==> config.mk <==
export PLATFORM = sky130hd
export DESIGN_NAME = postproc_drc
export DESIGN_NICKNAME = d
export VERILOG_FILES = /design/src/rtl/postproc_pkg.sv /design/src/rtl/postproc_clamp.sv /design/src/rtl/postproc_drc.sv
export SDC_FILE = /design/constraint.sdc
export NUM_CORES = 1
export LEC_CHECK = 0
export CAP_MARGIN = 20
export CORE_MARGIN = 5
export CORE_UTILIZATION = 30
export CTS_BUF_LIST = sky130_fd_sc_hd__clkbuf_4 sky130_fd_sc_hd__clkbuf_8
export CTS_CLUSTER_DIAMETER = 60
export CTS_CLUSTER_SIZE = 24
export DETAILED_ROUTE_END_ITERATION = 16
export HOLD_SLACK_MARGIN = 0.03
export PLACE_DENSITY_LB_ADDON = 0.1
export SETUP_SLACK_MARGIN = 0.4
export SLEW_MARGIN = 20
export SYNTH_ARGS = -nofsm -noshare
export SYNTH_HDL_FRONTEND = slang
export SYNTH_SLANG_ARGS = --single-unit
==> constraint.sdc <==
create_clock -name clk -period 8.5 [get_ports clk]
set_clock_uncertainty 0.2 [all_clocks]
set_input_delay 1.7 -clock clk [delete_from_list [all_inputs] [get_ports clk]]
set_output_delay 1.7 -clock clk [all_outputs]
set_load 0.005 [all_outputs]
==> src/rtl/postproc_pkg.sv <==
// Shared constants and stage payload type for the log-domain dynamic-range compressor.
package postproc_pkg;

    localparam int unsigned LOG_WIDTH      = 16;
    localparam int unsigned COMP_WIDTH     = 8;
    localparam int unsigned GAIN_WIDTH     = 12;
    localparam int unsigned GAIN_FRAC      = 8;
    localparam int unsigned GAIN_ONE       = 1 << GAIN_FRAC;
    localparam int unsigned CLIP_CNT_WIDTH = 16;
    localparam int unsigned PROD_WIDTH     = LOG_WIDTH + GAIN_WIDTH + 1;

    // Default-width stage payload; the top re-declares it against its own parameters.
    typedef struct packed {
        logic [PROD_WIDTH-1:0] data;
        logic [GAIN_WIDTH-1:0] gain;
        logic                  last;
        logic                  valid;
    } stage_t;

endpackage

==> src/rtl/postproc_clamp.sv <==
// Arithmetic shift of the gained product back to integer scale, then clamp
// into the unsigned output range with low/high clip flags.
module postproc_clamp #(
    parameter int unsigned PROD_WIDTH = postproc_pkg::PROD_WIDTH,
    parameter int unsigned COMP_WIDTH = postproc_pkg::COMP_WIDTH,
    parameter int unsigned GAIN_FRAC  = postproc_pkg::GAIN_FRAC
) (
    input  logic signed [PROD_WIDTH-1:0] i_prod,
    output logic        [COMP_WIDTH-1:0] o_value,
    output logic                         o_clip_lo,
    output logic                         o_clip_hi
);
    import postproc_pkg::*;

    logic signed [PROD_WIDTH-1:0] w_sh;

    always_comb begin
        w_sh      = i_prod >>> GAIN_FRAC;
        o_clip_lo = w_sh[PROD_WIDTH-1];
        // Positive and any bit above the output range set means overflow.
        o_clip_hi = !w_sh[PROD_WIDTH-1] && (|w_sh[PROD_WIDTH-2:COMP_WIDTH]);
        if (o_clip_lo) begin
            o_value = '0;
        end else if (o_clip_hi) begin
            o_value = '1;
        end else begin
            o_value = w_sh[COMP_WIDTH-1:0];
        end
    end

endmodule

==> src/rtl/postproc_drc.sv <==
// Pipelined log-domain dynamic-range compressor, one sample per cycle, frame-latched floor/gain.
// Clip statistics counters are built only when POSTPROC_CLIP_STATS_EN is defined.
module postproc_drc #(
    parameter int unsigned LOG_WIDTH  = postproc_pkg::LOG_WIDTH,
    parameter int unsigned COMP_WIDTH = postproc_pkg::COMP_WIDTH,
    parameter int unsigned GAIN_WIDTH = postproc_pkg::GAIN_WIDTH,
    parameter int unsigned GAIN_FRAC  = postproc_pkg::GAIN_FRAC
) (
    input  logic                                    clk,
    input  logic                                    reset,
    input  logic                                    in_valid,
    output logic                                    in_ready,
    input  logic [LOG_WIDTH-1:0]                    log_in,
    input  logic                                    in_last,
    input  logic [LOG_WIDTH-1:0]                    floor_cfg,
    input  logic [GAIN_WIDTH-1:0]                   gain_cfg,
    output logic                                    out_valid,
    input  logic                                    out_ready,
    output logic [COMP_WIDTH-1:0]                   comp_out,
    output logic                                    out_last,
    output logic [postproc_pkg::CLIP_CNT_WIDTH-1:0] clip_lo_cnt,
    output logic [postproc_pkg::CLIP_CNT_WIDTH-1:0] clip_hi_cnt
);
    import postproc_pkg::*;

    localparam int unsigned PW = LOG_WIDTH + GAIN_WIDTH + 1;

    typedef struct packed {
        logic [LOG_WIDTH:0]    data;
        logic [GAIN_WIDTH-1:0] gain;
        logic                  last;
        logic                  valid;
    } s1_t;

    logic                  w_adv;
    logic                  w_accept;
    logic [LOG_WIDTH-1:0]  w_floor;
    logic [GAIN_WIDTH-1:0] w_gain;
    logic [LOG_WIDTH:0]    w_diff;
    logic signed [PW-1:0]  w_diff_x;
    logic signed [PW-1:0]  w_gain_x;
    logic signed [PW-1:0]  w_prod;
    logic [COMP_WIDTH-1:0] w_clamp_val;
    logic                  w_clip_lo;
    logic                  w_clip_hi;

    logic                  r_first;
    logic [LOG_WIDTH-1:0]  r_floor;
    logic [GAIN_WIDTH-1:0] r_gain;
    s1_t                   r_s1;
    logic signed [PW-1:0]  r_s2_prod;
    logic                  r_s2_last;
    logic                  r_s2_valid;
    logic [COMP_WIDTH-1:0] r_s3_val;
    logic                  r_s3_lo;
    logic                  r_s3_hi;
    logic                  r_s3_last;
    logic                  r_s3_valid;
    logic                  r_out_valid;
    logic [COMP_WIDTH-1:0] r_comp;
    logic                  r_out_last;

    always_comb begin
        w_adv    = !r_out_valid || out_ready;
        w_accept = in_valid && w_adv;
        // A first beat uses the cfg it is latching, not the stale frame registers.
        w_floor  = r_first ? floor_cfg : r_floor;
        w_gain   = r_first ? gain_cfg  : r_gain;
        w_diff   = {1'b0, log_in} - {1'b0, w_floor};
        w_diff_x = {{GAIN_WIDTH{r_s1.data[LOG_WIDTH]}}, r_s1.data};
        w_gain_x = {{(LOG_WIDTH + 1){1'b0}}, r_s1.gain};
        w_prod   = w_diff_x * w_gain_x;
    end

    postproc_clamp #(
        .PROD_WIDTH (PW),
        .COMP_WIDTH (COMP_WIDTH),
        .GAIN_FRAC  (GAIN_FRAC)
    ) u_clamp (
        .i_prod    (r_s2_prod),
        .o_value   (w_clamp_val),
        .o_clip_lo (w_clip_lo),
        .o_clip_hi (w_clip_hi)
    );

    always_ff @(posedge clk) begin
        if (reset) begin
            r_first     <= 1'b1;
            r_floor     <= '0;
            r_gain      <= '0;
            r_s1        <= '0;
            r_s2_prod   <= '0;
            r_s2_last   <= 1'b0;
            r_s2_valid  <= 1'b0;
            r_s3_val    <= '0;
            r_s3_lo     <= 1'b0;
            r_s3_hi     <= 1'b0;
            r_s3_last   <= 1'b0;
            r_s3_valid  <= 1'b0;
            r_out_valid <= 1'b0;
            r_comp      <= '0;
            r_out_last  <= 1'b0;
        end else begin
            if (w_accept) begin
                if (r_first) begin
                    r_floor <= floor_cfg;
                    r_gain  <= gain_cfg;
                end
                r_first <= in_last;
            end
            if (w_adv) begin
                r_s1.valid <= w_accept;
                if (w_accept) begin
                    r_s1.data <= w_diff;
                    r_s1.gain <= w_gain;
                    r_s1.last <= in_last;
                end
                r_s2_valid <= r_s1.valid;
                if (r_s1.valid) begin
                    r_s2_prod <= w_prod;
                    r_s2_last <= r_s1.last;
                end
                r_s3_valid <= r_s2_valid;
                if (r_s2_valid) begin
                    r_s3_val  <= w_clamp_val;
                    r_s3_lo   <= w_clip_lo;
                    r_s3_hi   <= w_clip_hi;
                    r_s3_last <= r_s2_last;
                end
                r_out_valid <= r_s3_valid;
                if (r_s3_valid) begin
                    r_comp     <= r_s3_val;
                    r_out_last <= r_s3_last;
                end
            end
        end
    end

`ifdef POSTPROC_CLIP_STATS_EN
    logic [CLIP_CNT_WIDTH-1:0] r_lo_cnt;
    logic [CLIP_CNT_WIDTH-1:0] r_hi_cnt;

    always_ff @(posedge clk) begin
        if (reset) begin
            r_lo_cnt <= '0;
            r_hi_cnt <= '0;
        end else if (w_adv && r_s3_valid) begin
            if (r_s3_lo && (r_lo_cnt != '1)) r_lo_cnt <= r_lo_cnt + 1'b1;
            if (r_s3_hi && (r_hi_cnt != '1)) r_hi_cnt <= r_hi_cnt + 1'b1;
        end
    end

    assign clip_lo_cnt = r_lo_cnt;
    assign clip_hi_cnt = r_hi_cnt;
`else
    logic w_unused_clip;
    assign w_unused_clip = r_s3_lo ^ r_s3_hi;
    assign clip_lo_cnt   = '0;
    assign clip_hi_cnt   = '0;
`endif

    assign in_ready  = w_adv;
    assign out_valid = r_out_valid;
    assign comp_out  = r_comp;
    assign out_last  = r_out_last;

endmodule

After elaboration in Yosys (flattened, before gate mapping) --
Cells that the tools add are included.
Operators by class: $add $sub $neg 1, multipliers 1, multiplexer cells 4, reductions and logical operators 10
Operator list (number):
- $mul 17x13->29 | 1
- $sub 16x16->17 | 1
- $mux 16 | 1
- $mux 8 | 2
- $reduce_or 13->1 | 1
- $mux 12 | 1
- $reduce_and 2->1 | 4
- $logic_and 1x1->1 | 2
- $logic_not 1->1 | 2
- $logic_or 1x1->1 | 1
Storage, ports and cells: flip-flop bits (word level) 111

Longest topological paths before layout --
Gate-level depths: netlist of the first run.
depth in word-level cells 4, mapped depth 22, mapped depth without buffers 21

Cells and area by module --
Synthesis of the first run repeated with hierarchy kept, for this count alone.
Unflattened totals: cells, all modules 1436, area total of the unflattened synthesis 12099.1 um2
By module, submodules not included:
- postproc_drc | times used 1, cells an instance 1414, area each 11944.0 um2, sequential area each 1981.9 um2
- postproc_clamp | times used 1, cells an instance 22, area each 155.1 um2, sequential area each 0.0 um2

Worst setup path after synthesis of the first run --
Ideal clock, no wire load.
kind reg-to-reg, start reg (tool-made name), end reg r_s2_prod[26], arrival 5387 ps, path slack 2851 ps, stages on the path, launching flop included 21, period minus slack after synthesis 5649 ps, cell sequence dfxtp_1 clkbuf_1 clkbuf_1 nand2_1 fa_1 inv_1 fa_1 inv_1 fa_1 fa_1 fa_1 inv_1 ha_1 nand3_2 a2111oi_4 a21o_4 o2111ai_4 a21oi_4 a21oi_1 or4_1 nand3_1
RTL lines:
- to (signal assigned) | RTL line postproc_drc.sv:120 | r_s2_prod <= w_prod;
- to (decl) | RTL line postproc_drc.sv:51 | logic signed [PW-1:0] r_s2_prod;

==> results of run 1 <==
[kinds of logic after synthesis]
logic type	after synthesis	synth area share [%]
buffers and inverters	362	12.8
AND/OR/NAND/NOR	450	18.4
flip-flops	91	15.8
other	1	0.0325
AO/OA/AOI/OAI	161	9.24
multiplexers	16	1.40
adder cells (fa/ha/maj)	263	40.6
XOR/XNOR	23	1.75
[final cells by class]
class | count | area share [%]
clock inverter | 6 | 0.566
tap | 511 | 5.07
sequential | 91 | 14.5
clock buffer | 10 | 1.09
inverter | 262 | 7.80
timing repair buffer | 61 | 4.78
multi-input combinational | 945 | 66.2
[per-layer routing]
| metal | track usage [%] | up-vias | part of all wire, % |
|---|---|---|---|
| met4 | 2.88 | 4 | 1.2 |
| met3 | 2.75 | 26 | 3.8 |
| li1 | - | 4158 | - |
| met2 | 22.4 | 121 | 46 |
| met5 | 0 | - | 0.080 |
| met1 | 21.7 | 4178 | 49 |
[critical path, stage by stage (launching register included)]
cell      delay, ns
dfxtp_1        0.76
nand2_1        0.20
inv_1          0.15
fa_1           0.43
inv_1          0.09
fa_1           0.45
inv_1          0.10
fa_1           0.46
fa_1           0.55
inv_1          0.05
fa_1           0.47
inv_1          0.04
ha_1           0.31
and3_4         0.22
a221o_1        0.39
a21oi_2        0.23
and3_1         0.24
a21oi_4        0.09
a211oi_2       0.22
xnor2_1        0.10
a211oi_2       0.23
[layout by cell type, fill, tap and decap left out, drive strengths merged, types with 4 or more instances in the layout]
master / Yosys / routed
nand4: 4 / 4
nand3b: 6 / 6
nor4: 4 / 4
mux2i: 15 / 15
nor2: 53 / 53
dfxtp: 91 / 91
a21o: 5 / 5
clkbuf: 63 / 10
a211oi: 25 / 25
o31ai: 4 / 4
a31oi: 5 / 5
ha: 78 / 78
a21oi: 74 / 74
conb: 1 / 32
xnor2: 21 / 21
or3: 10 / 10
nand3: 28 / 28
fa: 185 / 185
inv: 261 / 263
clkdlybuf4s50: 0 / 58
o21ai: 19 / 19
nand2: 208 / 208
and3: 5 / 5
and2: 96 / 96
nand2b: 4 / 4
nor2b: 5 / 5
nor3: 24 / 24
o21a: 9 / 9
[worst paths after layout]
check | start | to | cells after the start
worst max-delay path | flip-flop | r_s2_prod[28] | 20
worst max register to register | flip-flop | r_s2_prod[28] | 20
worst min register to register | r_s2_prod[13] | r_s2_prod[13] | 2
worst min-delay path | r_s2_prod[13] | r_s2_prod[13] | 2
[power groups by stage]
stage / Sequential, mW / Combinational [mW] / Clock (mW)
finish: 0.533 / 0.529 / 0.338
floorplan: 0.484 / 0.428 / 0
detailed placement: 0.545 / 0.536 / 0
global placement: 0.543 / 0.535 / 0
CTS: 0.534 / 0.539 / 0.356
global route: 0.542 / 0.614 / 0.371
[through the flow]
step / worst slack [ns] / instances / area (um2) / util, %
3_5_place_dp: 2.39 / 1870 / 12400 / 32.8
3_3_place_gp: 2.53 / 1870 / 12400 / 32.8
6_report: 2.44 / 1886 / 12600 / 33.3
5_1_grt: 2.09 / 1886 / 12600 / 33.3
2_1_floorplan: 2.85 / 1398 / 11600 / -
4_1_cts: 2.36 / 1886 / 12600 / 33.3
[cell usage after synthesis (2+ instances only)]
library cell    n  area [um2]
a211o_1         2        17.5
a211oi_1       23         173
a211oi_2        2        25.0
a21boi_1        3        22.5
a21o_1          4        30.0
a21oi_1        72         360
a31oi_1         4        25.0
and2_1         96         601
and3_1          4        25.0
buf_1           4        15.0
buf_4          32         240
clkbuf_1       63         236
dfxtp_1        91        1820
fa_1          185        3700
ha_1           78         976
inv_1         261         980
mux2i_1        15         150
nand2_1       208         781
nand2b_1        4        25.0
nand3_1        27         135
nand3b_1        6        45.0
nand4_1         4        25.0
nor2_1         53         199
nor2b_1         5        31.3
nor3_1         24         120
nor4_1          4        25.0
o211ai_1        2        15.0
o21a_1          9        67.6
o21ai_0        13        65.1
o21ai_1         6        30.0
o21bai_1        2        15.0
o221ai_1        2        17.5
o31ai_1         4        30.0
or3_1          10        62.6
xnor2_1        21         184
xor2_1          2        17.5
==> reports/results.ini, run 1 <==
[synthesis]
avgSynthCellArea_um2 = 8.44
synth-seq-cells = 91
synth_edf_count = 0
synthCells = 1367
synthArstFlopShare_pct = 0
ys.flop_type = dfxtp_1
synth.distinct_cells = 58
yosysSeqAreaShare_pct = 15.8
ys_warn_count = 0
netlist_area_mm2 = 0.0115

[die]
ioPinCount = 92
die_h_um = 206
start_util_pct = 30.5
dieArea_mm2 = 0.0425
die_w_um = 206
row_count = 71
core_mm2 = 0.0378

[clock_network]
cts_tree = yes
cts_setup_buffers = 0
cts_max_path_buffers = 2
clockRootBuffer = clkbuf_8
cts.sinks = 91
numCtsBuffers = 9
hold_buffers = 0
cts_resized = 0
clkLatencyLatePin_ns = 0.41
clk_pin_slew_ns = 0.10
h-tree-depth = 3

[pwr]
clkPwrFrac_pct = 24.1
p_sw_share_pct = 40.9
powerDensity_mw_per_mm2 = 111
leakagePower_nw = 5.93
p_int_mw = 0.827
p_comb_share_pct = 37.8
seq_power_share_pct = 38.1
switchingPower_mw = 0.573
ir_worst_vdd_mv = 0.0701
p_total_mw = 1.40

[grt]
grt_pass1_wl_um = 48700
grt_max_degree = 70
grt_antenna_before_repair = 3
overflow = 0
grt_pass1_vias = 8797
track_usage_pct = 14.6

[detailed_routing]
vias = 8487
vias_per_cell = 4.50
ant_nets = 0
post_drt_wl_per_cell_um = 16.0
route.detailed.drc = 0
firstDrtPassIters = 5
wl_um = 30100
drt_iter0_drc = 327

[layout]
fillers = 4071
antennaDiodeCount = 0
syn2layout_area_growth_pct = 9.30
multi_input_area_mm2 = 0.00835
drive_gt1_share_pct = 2.33
fin_nets = 1682
register_area_mm2 = 0.00182

[setup_path]
worst_setup_path_end_kind = flip-flop
startpoint_type = flip-flop
r2r_slack_ns = 2.44
critPathKind = reg2reg
required_ns = 8.64
cp_max_fo = 18
cp.arrival_ns = 6.19

[sta]
hold_slack_ns = 0.262
slew_headroom_pct = 28.7
fmax_mhz = 165
final_max_slew_viol_count = 0
worst_pin_slew_ns = 1.07
grt_setup_unrepaired = no
setup_violations = 0
fin_setup_tns_ns = 0
fin_crit_ns = 6.06
finalCritPeriodShare_pct = 71.2
hold_violations = 0

[placed_design]
io_buffers = 59
dp_hpwl_um = 24600
gp_congestion = 0.800

[outcome]
status = completed

[job]
drv_cap = 0

[worst_hold_path]
hold_path_class = reg2reg

(Power assumes the default switching activity.)
==> run 2: changes to the inputs <==
clock period = 6.3 ns   (was 8.5 ns; I/O delays follow)
==> reports/results.ini, run 2 (synthesized netlist as in run 1, its figures left out) <==
[outcome]
status = completed  ; unchanged

[grt]
grt_max_degree = 54  ; was 70
grt_antenna_before_repair = 0  ; was 3
grt_pass1_vias = 8765  ; was 8797
track_usage_pct = 14.5  ; was 14.6%
grt_pass1_wl_um = 48300  ; was 48700 um
overflow = 0  ; unchanged

[layout]
fillers = 4111  ; was 4071
multi_input_area_mm2 = 0.00839  ; was 0.00835 mm2
fin_cells = 1911  ; was 1886
final_cell_mix = 261 x inv_1, 208 x nand2_1, 185 x fa_1, 95 x and2_1, 75 x ha_1  ; was 261 x inv_1, 208 x nand2_1, 185 x fa_1, 95 x and2_1, 91 x dfxtp_1
fin_nets = 1707  ; was 1682
register_area_mm2 = 0.00186  ; was 0.00182 mm2
antennaDiodeCount = 0  ; unchanged
drive_gt1_share_pct = 5.64  ; was 2.33%
syn2layout_area_growth_pct = 11.4  ; was 9.30%
final_common_cell = inv_1  ; unchanged

[die]
die_h_um = 206  ; unchanged
ioPinCount = 92  ; unchanged
die_w_um = 206  ; unchanged
row_count = 71  ; unchanged
start_util_pct = 30.5  ; unchanged
core_mm2 = 0.0378  ; unchanged
dieArea_mm2 = 0.0425  ; unchanged

[placed_design]
io_buffers = 59  ; unchanged
gp_congestion = 0.770  ; was 0.800
dp_hpwl_um = 24700  ; was 24600 um
place_inst = 1894  ; was 1870

[clock_network]
cts.sinks = 91  ; unchanged
cts_tree = yes  ; unchanged
hold_buffers = 0  ; unchanged
clkLatencyLatePin_ns = 0.42  ; was 0.41 ns
h-tree-depth = 3  ; unchanged
clk_pin_slew_ns = 0.12  ; was 0.10 ns
numCtsBuffers = 9  ; unchanged
cts_max_path_buffers = 2  ; unchanged
clockRootBuffer = clkbuf_8  ; unchanged

[detailed_routing]
wl_um = 30000  ; was 30100 um
route.detailed.drc = 0  ; unchanged
vias = 8433  ; was 8487
wl_met1_um = 15400  ; was 14900 um
route.met3.wl_um = 742  ; was 1140 um
post_drt_wl_per_cell_um = 15.7  ; was 16.0 um
firstDrtPassIters = 4  ; was 5
met2_length_um = 13500  ; was 13700 um
top_layer_used = met4  ; was met5
vias_per_cell = 4.41  ; was 4.50
ant_nets = 0  ; unchanged
drt_iter0_drc = 247  ; was 327

[sta]
fin_crit_ns = 5.69  ; was 6.06 ns
setup_violations = 0  ; unchanged
hold_violations = 0  ; unchanged
final_max_slew_viol_count = 0  ; unchanged
grt_setup_unrepaired = yes  ; was no
finalCritPeriodShare_pct = 90.3  ; was 71.2%
fmax_mhz = 176  ; was 165 MHz
fin_setup_tns_ns = 0  ; unchanged
worst_pin_slew_ns = 0.986  ; was 1.07 ns
slew_headroom_pct = 34.3  ; was 28.7%

[setup_path]
cp.arrival_ns = 5.81  ; was 6.19 ns
cp_max_fo = 18  ; unchanged
required_ns = 6.43  ; was 8.64 ns
worst_setup_path_end_kind = flip-flop  ; unchanged
startpoint_type = flip-flop  ; unchanged
critPathKind = reg2reg  ; unchanged

[pwr]
ir_worst_vdd_mv = 0.0884  ; was 0.0701 mV
leakagePower_nw = 6.05  ; was 5.93 nW
powerDensity_mw_per_mm2 = 146  ; was 111 mW/mm2

[job]
drv_cap = 0  ; unchanged

[worst_hold_path]
hold_path_class = reg2reg  ; unchanged

[run 2: layer usage]
metal / up-vias / track usage, %
met4: 0 / 3.14
li1: 4201 / -
met2: 67 / 22.4
met3: 10 / 1.84
met5: - / 0
met1: 4155 / 21.8
[run 2: power breakdown]
group	total (mW)	leakage, nW	switching [mW]	internal [mW]
combinational	0.757	5.21	0.440	0.317
sequential	0.700	0.753	0.0793	0.621
clock	0.423	0.0872	0.271	0.152
total	1.88	6.05	0.790	1.09
[run 2: worst max-delay path, stage by stage (launching register included)]
cell	delay [ns]
dfxtp_4	0.47
and2_1	0.19
inv_1	0.06
fa_1	0.54
inv_1	0.06
fa_1	0.46
fa_1	0.52
fa_1	0.55
inv_1	0.05
fa_1	0.47
inv_1	0.04
ha_1	0.31
and3_4	0.19
a221o_1	0.39
a21oi_2	0.22
and3_1	0.23
a21oi_4	0.09
a211oi_2	0.21
xnor2_1	0.11
a211oi_2	0.23
[run 2: area by class of cell]
type	instances	area share, %
multi-input combinational	945	65.3
sequential	91	14.4
inverter	262	7.65
timing repair buffer	86	6.18
tap	511	4.98
clock buffer	9	0.964
clock inverter	7	0.526
[run 2: what timing repair did]
action                     in CTS  in global routing
pin swaps                       0                  2
setup endpoints to repair       4                 13
buffers inserted                0                  1
gates resized for setup         4                 23
[run 2: final timing paths]
path / from / end / slack, ns / cells after the start
min reg2reg: r_s2_prod[17] / r_s2_prod[17] / 0.26 / 2
min: r_s2_prod[17] / r_s2_prod[17] / 0.26 / 2
max reg2reg: flip-flop / r_s2_prod[28] / 0.61 / 19
max: flip-flop / r_s2_prod[28] / 0.61 / 19
[run 2: through the flow]
step	hold WS [ns]	setup WS [ns]	total power [mW]	instance area, um2	util (%)
after global routing	0.293	0.399	2.05	12800	34.0
after CTS	0.264	0.395	1.91	12800	33.8
final	0.258	0.614	1.88	12800	34.0
after detailed placement	0.249	0.338	1.47	12600	33.2
after global placement	0.242	0.389	1.47	12600	33.2
after floorplan	0.232	0.651	1.23	11600	-
